[config.mk]
export PLATFORM = sky130hd
export DESIGN_NAME = dark_channel_hmin
export DESIGN_NICKNAME = d
export VERILOG_FILES = /design/src/rtl/dark_pkg.sv /design/src/rtl/chan_min.sv /design/src/rtl/dark_channel_hmin.sv
export SDC_FILE = /design/constraint.sdc
export NUM_CORES = 1
export LEC_CHECK = 0
export BUFFER_PORTS_ARGS = -buffer_cell sky130_fd_sc_hd__clkbuf_2
export CAP_MARGIN = 40
export CORE_MARGIN = 1
export CORE_UTILIZATION = 63
export CTS_CLUSTER_SIZE = 24
export DETAILED_ROUTE_END_ITERATION = 6
export PLACE_DENSITY = 0.83
export SETUP_SLACK_MARGIN = 0.1
export SLEW_MARGIN = 25
export SYNTH_ARGS = -nofsm -noshare
export SYNTH_HDL_FRONTEND = slang
export SYNTH_SLANG_ARGS = --single-unit
[constraint.sdc]
create_clock -name pixelclk -period 14.9 [get_ports pixelclk]
set_input_delay 0.745 -clock pixelclk [delete_from_list [all_inputs] [get_ports pixelclk]]
set_output_delay 0.745 -clock pixelclk [all_outputs]
set_load 0.005 [all_outputs]
[src/rtl/dark_pkg.sv]
// Shared constants and helpers for the dark-channel pipeline blocks.
// Compare helpers work on a fixed wide word so any DATA_W up to MAX_DATA_W can reuse them.
package dark_pkg;

  localparam int DATA_W     = 8;
  localparam int MAX_WIN    = 15;
  localparam int MAX_DATA_W = 32;

  function automatic logic [MAX_DATA_W-1:0] all_ones(input int width);
    logic [MAX_DATA_W-1:0] v;
    v = '0;
    for (int i = 0; i < MAX_DATA_W; i++) begin
      if (i < width) v[i] = 1'b1;
    end
    return v;
  endfunction

  // Callers zero-extend narrower values, which leaves the unsigned ordering intact.
  function automatic logic [MAX_DATA_W-1:0] min2(input logic [MAX_DATA_W-1:0] a,
                                                 input logic [MAX_DATA_W-1:0] b);
    return (b < a) ? b : a;
  endfunction

  function automatic int node_count(input int leaves, input int level);
    return (leaves + (1 << level) - 1) >> level;
  endfunction

endpackage

[src/rtl/chan_min.sv]
// Combinational minimum across the CH_N channels of one packed pixel.
module chan_min #(
  parameter int DATA_W = dark_pkg::DATA_W,
  parameter int CH_N   = 3
) (
  input  logic [CH_N*DATA_W-1:0] pix,
  output logic [DATA_W-1:0]      pix_min
);
  import dark_pkg::*;

  always_comb begin
    logic [MAX_DATA_W-1:0] acc;
    acc = MAX_DATA_W'(pix[0 +: DATA_W]);
    for (int k = 1; k < CH_N; k++) begin
      acc = min2(acc, MAX_DATA_W'(pix[k*DATA_W +: DATA_W]));
    end
    pix_min = acc[DATA_W-1:0];
  end

endmodule

[src/rtl/dark_channel_hmin.sv]
// Horizontal dark-channel pass: per-pixel channel minimum followed by a trailing
// WIN-pixel sliding minimum that restarts whenever de drops.
module dark_channel_hmin #(
  parameter int DATA_W = dark_pkg::DATA_W,
  parameter int CH_N   = 3,
  parameter int WIN    = 5
) (
  input  logic                   pixelclk,
  input  logic                   reset_n,
  input  logic [CH_N*DATA_W-1:0] i_pix,
  input  logic                   i_hsync,
  input  logic                   i_vsync,
  input  logic                   i_de,
  input  logic                   i_win_en,
  output logic [DATA_W-1:0]      o_dark,
  output logic                   o_hsync,
  output logic                   o_vsync,
  output logic                   o_de
);
  import dark_pkg::*;

  localparam int HIST_N = (WIN > 1) ? WIN - 1 : 1;
  localparam int LEVELS = $clog2(WIN);
  localparam logic [MAX_DATA_W-1:0] ONES_WIDE = all_ones(DATA_W);
  localparam logic [DATA_W-1:0]     ONES      = ONES_WIDE[DATA_W-1:0];

  if (WIN < 1 || WIN > MAX_WIN) begin : g_bad_win
    $error("dark_channel_hmin: WIN must be in 1..15");
  end
  if (CH_N < 2 || CH_N > 4) begin : g_bad_ch
    $error("dark_channel_hmin: CH_N must be in 2..4");
  end
  if (DATA_W < 1 || DATA_W > MAX_DATA_W) begin : g_bad_dw
    $error("dark_channel_hmin: DATA_W out of range");
  end

  function automatic logic [DATA_W-1:0] min_w(input logic [DATA_W-1:0] a,
                                              input logic [DATA_W-1:0] b);
    logic [MAX_DATA_W-1:0] t;
    t = min2(MAX_DATA_W'(a), MAX_DATA_W'(b));
    return t[DATA_W-1:0];
  endfunction

  logic [DATA_W-1:0] pix_min;
  logic [DATA_W-1:0] s1_min;
  logic              s1_de, s1_hs, s1_vs, s1_win;
  logic [DATA_W-1:0] hist [HIST_N];
  logic [DATA_W-1:0] win_min;

  chan_min #(
    .DATA_W (DATA_W),
    .CH_N   (CH_N)
  ) u_chan_min (
    .pix     (i_pix),
    .pix_min (pix_min)
  );

  always_ff @(posedge pixelclk or negedge reset_n) begin
    if (!reset_n) begin
      s1_min <= '0;
      s1_de  <= 1'b0;
      s1_hs  <= 1'b0;
      s1_vs  <= 1'b0;
      s1_win <= 1'b0;
    end else begin
      s1_min <= pix_min;
      s1_de  <= i_de;
      s1_hs  <= i_hsync;
      s1_vs  <= i_vsync;
      s1_win <= i_win_en;
    end
  end

  // All-ones history never wins a compare, so a cleared history behaves like "no pixels yet".
  always_ff @(posedge pixelclk or negedge reset_n) begin
    if (!reset_n) begin
      for (int k = 0; k < HIST_N; k++) hist[k] <= ONES;
    end else if (!s1_de) begin
      for (int k = 0; k < HIST_N; k++) hist[k] <= ONES;
    end else begin
      hist[0] <= s1_min;
      for (int k = 1; k < HIST_N; k++) hist[k] <= hist[k-1];
    end
  end

  for (genvar l = 0; l <= LEVELS; l++) begin : g_lvl
    localparam int N = node_count(WIN, l);
    logic [DATA_W-1:0] node [N];
    if (l == 0) begin : g_leaf
      assign node[0] = s1_min;
      for (genvar k = 1; k < WIN; k++) begin : g_h
        assign node[k] = hist[k-1];
      end
    end else begin : g_cmp
      localparam int P = node_count(WIN, l - 1);
      for (genvar i = 0; i < N; i++) begin : g_n
        if (2*i + 1 < P) begin : g_pair
          assign node[i] = min_w(g_lvl[l-1].node[2*i], g_lvl[l-1].node[2*i+1]);
        end else begin : g_pass
          assign node[i] = g_lvl[l-1].node[2*i];
        end
      end
    end
  end

  assign win_min = g_lvl[LEVELS].node[0];

  always_ff @(posedge pixelclk or negedge reset_n) begin
    if (!reset_n) begin
      o_dark  <= '0;
      o_de    <= 1'b0;
      o_hsync <= 1'b0;
      o_vsync <= 1'b0;
    end else begin
      o_de    <= s1_de;
      o_hsync <= s1_hs;
      o_vsync <= s1_vs;
      if (!s1_de) begin
        o_dark <= '0;
      end else if (s1_win && (WIN > 1)) begin
        o_dark <= win_min;
      end else begin
        o_dark <= s1_min;
      end
    end
  end

endmodule

==> qor.log <==
[synthesis] Netlist cell types 39
[clock_tree] clock-pin slew on the worst setup and hold paths 110 ps
[synthesis] synth warn 0
[route] average detailed-routed wire length per instance 15.6 um
[final_layout] number of diodes 0
[worst_setup_path] reg-to-reg endpoint o_dark[6]
[grt] global-route wire length before repair 11100 um
[floorplan] width of the die 74.8 um
[grt] number of global-route vias before repair 2254
[clock_tree] clock tree buffer depth 2
[place] pre-CTS setup slack 9530 ps
[clock_tree] cell chosen for the clock root sky130_fd_sc_hd__clkbuf_8
[final_layout] layout cell share with drive strength beyond 1 26.1%
[pwr] Power per Cell Area 172 nW/um2
[timing] number of failing hold endpoints at the final stage 0
[floorplan] floorplan die height 74.8 um
[pwr] highest ir drop seen on vdd 0.0972 mV
[route] violation count after the first detailed-routing iteration 151
[synthesis] library cell with the highest instance count after synthesis sky130_fd_sc_hd__ha_1
[final_layout] number of inserted filler cells in the final layout 404
[synthesis] Seq cells post-synth 55
[route] drt drc 0
[grt] maximum number of pins on one net before global-route repair 56
[synthesis] main flop type after synthesis sky130_fd_sc_hd__dfstp_2
[timing] unrepaired setup endpoints after global routing no
[floorplan] Starting Density 65.3%
[timing] pin slew with the least headroom to its limit 671 ps
[worst_setup_path] Critical Path Fanout Max 16
[timing] shortest clock period the worst path allows after layout 5480 ps
[timing] Setup Skew 11.0 ps
[synthesis] number of synthesized flops with an enable pin 0
[place] final weighted congestion in routability-driven placement 0.924
[pwr] static power due to leakage 1.79 nW
[timing] worst-case setup margin in the final layout 9420 ps
[timing] final sum of negative setup slack 0 ps
[worst_setup_path] Worst Setup Start Kind register
[outcome] status complete, no violations
[route] detailed-routing iteration count for the pre-antenna-repair pass 5
[clock_tree] cts bufs inserted 5
[synthesis] share of flip-flops with an asynchronous set or reset after synthesis 100%
[timing] count of endpoints failing setup in the final report 0
[final_layout] multi-input combinational cell area 1760 um2
[timing] worst relative slew slack 55.3%
[timing] pins over their slew limit 0
[grt] global-route usage over all layers 27.0%
[final_layout] area overhead of the layout relative to synthesis 10.8%
[timing] crit share post-route 36.8%
[route] vias per cell 5.72
[floorplan] Std-Cell Rows 26
[route] routed vias 2506
[synthesis] fraction of post-synthesis cell area in the top cell type by area 25.2%
[clock_tree] number of hold buffers added after cts 0
[clock_tree] clock tree from TritonCTS yes
[synthesis] Syn Std Cell Area 3330 um2
[timing] Post-Route Hold Slack 368 ps
[clock_tree] post-CTS setup buffer count 0
[place] number of port buffers 40
[worst_setup_path] highest cell delay on the worst timing path 650 ps
[place] placed inst area 3590 um2
[worst_setup_path] data required time at the worst endpoint 15130 ps
[min_path] worst hold-check path type register to register
[final_layout] fin util 72.3%
[worst_setup_path] critical path class register to register
[worst_setup_path] startpoint of the most critical register-to-register path g_lvl[0].node[25]
[worst_setup_path] capturing element of the worst setup path o_dark[6]
[worst_setup_path] sort of element at the end of the critical path register
[pwr] total chip power 637 uW
[worst_setup_path] crit path max-delay cell type sky130_fd_sc_hd__a221oi_4
[place] cell count after placement 430
[worst_setup_path] reg2reg path depth 20
[clock_tree] insertion delay of the later-clocked pin in the worst-skew pair 310 ps
[clock_tree] number of levels the H-tree was split into 2
[synthesis] most common library cells after synthesis 42 x sky130_fd_sc_hd__ha_1, 33 x sky130_fd_sc_hd__nand2_1, 32 x sky130_fd_sc_hd__dfstp_2, 31 x sky130_fd_sc_hd__inv_1, 27 x sky130_fd_sc_hd__o21ai_0
[final_layout] layout net count 439
[route] Antenna Nets Post-Route 0
[worst_setup_path] beginning of the critical path g_lvl[0].node[25]
[synthesis] biggest area contributors in the synthesized netlist sky130_fd_sc_hd__dfstp_2 25%, sky130_fd_sc_hd__dfrtp_1 17%, sky130_fd_sc_hd__ha_1 16%
[floorplan] # IOs 41
[synthesis] Synth Area per Inst 10.2 um2
[worst_setup_path] reg2reg setup slack 9420 ps
[synthesis] library cell occupying the most area in the post-synthesis netlist sky130_fd_sc_hd__dfstp_2
[timing] f_max 182 MHz
[route] overall routed net length 6830 um
[floorplan] die area 5590 um2
[floorplan] total core area 5110 um2
[clock_tree] clock sink total 55
[place] dpl hpwl 5400 um
[synthesis] sequential area share after synthesis 42.5%
[run] # Max-Cap Violations 0
[final_layout] post-route non-filler standard cell count 438
[synthesis] syn nets 399
[worst_setup_path] cell-by-cell listing of the critical path ha_1 -> a2111o_1 -> a221oi_4 -> nor2_1 -> a21oi_1 -> ha_1 -> and3_1 -> a221oi_1 -> o21ai_1 -> o21ai_0 -> o21ai_1 -> ha_1 -> a21o_1 -> a21o_1 -> a21oi_1 -> nand2_1 -> a221oi_2 -> or2_1 -> nand2_1 -> a31oi_1
[final_layout] sequential cell area 1420 um2
[worst_setup_path] most numerous cell on the critical path sky130_fd_sc_hd__ha_1
[final_layout] Final Instance Area 3690 um2
[clock_tree] number of gates resized after CTS 0
[grt] global route overflow 0
[worst_setup_path] data arrival at the endpoint of the critical path 5710 ps
[grt] number of antenna violations at the first check in global routing 0
[synthesis] cell count after synthesis 327
flip-flops by register name, summed over array words and instances, names as in the netlist:
signal and flops:
s1_win 1, o_dark 8, o_hsync 1, g_lvl.node 32
s1_de 1, o_vsync 1, s1_vs 1, s1_hs 1
o_de 1, s1_min 8
cell type report:
cell class	count	area share, %
Inverter	31	3.15
Tap cell	70	2.37
Sequential cell	55	38.3
Clock inverter	3	0.914
Clock buffer	5	1.86
Timing Repair Buffer	42	5.82
Multi-Input combinational cell	232	47.5
cells by family (layout without fill, tap and decap cells):
group | after synthesis | in the layout | share of synthesized area [%]
mux | 20 | 20 | 6.12
fa+ha+maj | 42 | 42 | 15.8
simple gates | 80 | 80 | 11.9
compound gates | 90 | 90 | 18.9
buf+inv | 40 | 81 | 4.84
flops | 55 | 55 | 42.5
worst max-delay path: cells and delay by family (launching register included):
kind,cells,cell delay (ps)
adders and majority gates,3,860
DFF,1,560
and+or+nand+nor,5,790
AOI/OAI and AO/OA,12,3200
worst min path at each step:
| stage | startpoint | end | slack, ps | depth (start not counted) |
|---|---|---|---|---|
| 2_1_floorplan | s1_hs | o_hsync | 330 | 0 |
| 3_3_place_gp | s1_vs | o_vsync | 330 | 0 |
| 3_5_place_dp | s1_hs | o_hsync | 340 | 0 |
| 4_1_cts | s1_vs | o_vsync | 380 | 0 |
| 5_1_grt | s1_vs | o_vsync | 390 | 0 |
| 6_report | s1_hs | o_hsync | 370 | 0 |
layer usage:
| metal | global-route usage [%] | wire, um | up-vias |
|---|---|---|---|
| met2 | 41.4 | 3170 | 76 |
| met1 | 38.9 | 3240 | 1175 |
| met5 | 0 | 0 | - |
| met3 | 4.95 | 290 | 16 |
| met4 | 9.01 | 134 | 0 |
| li1 | - | - | 1239 |
layout by cell type (no fill, tap or decap), drive strengths merged:
master  netlist  routed
a2111o        2       2
a21boi        1       1
a21o          8       8
a21oi        18      18
a221oi        4       4
a22oi         1       1
a31oi        10      10
and3          1       1
buf           2       2
clkbuf        7      45
clkinv        0       2
dfrtp        23      23
dfstp        32      32
ha           42      42
inv          31      32
mux2          3       3
mux2i        17      17
nand2        33      33
nand2b       23      23
nand3         3       3
nand4         5       5
nor2         10      10
nor2b         1       1
nor3          1       1
nor4          1       1
o211ai        7       7
o21a          3       3
o21ai        36      36
or2           2       2
power breakdown:
group	internal [mW]	leakage [nW]	switching (mW)
combinational	0.148	1.12	0.219
clock	0.0354	0.0515	0.0510
sequential	0.174	0.613	0.0103
total	0.357	1.79	0.280
No activity file was read; power rests on OpenSTA's default activity.
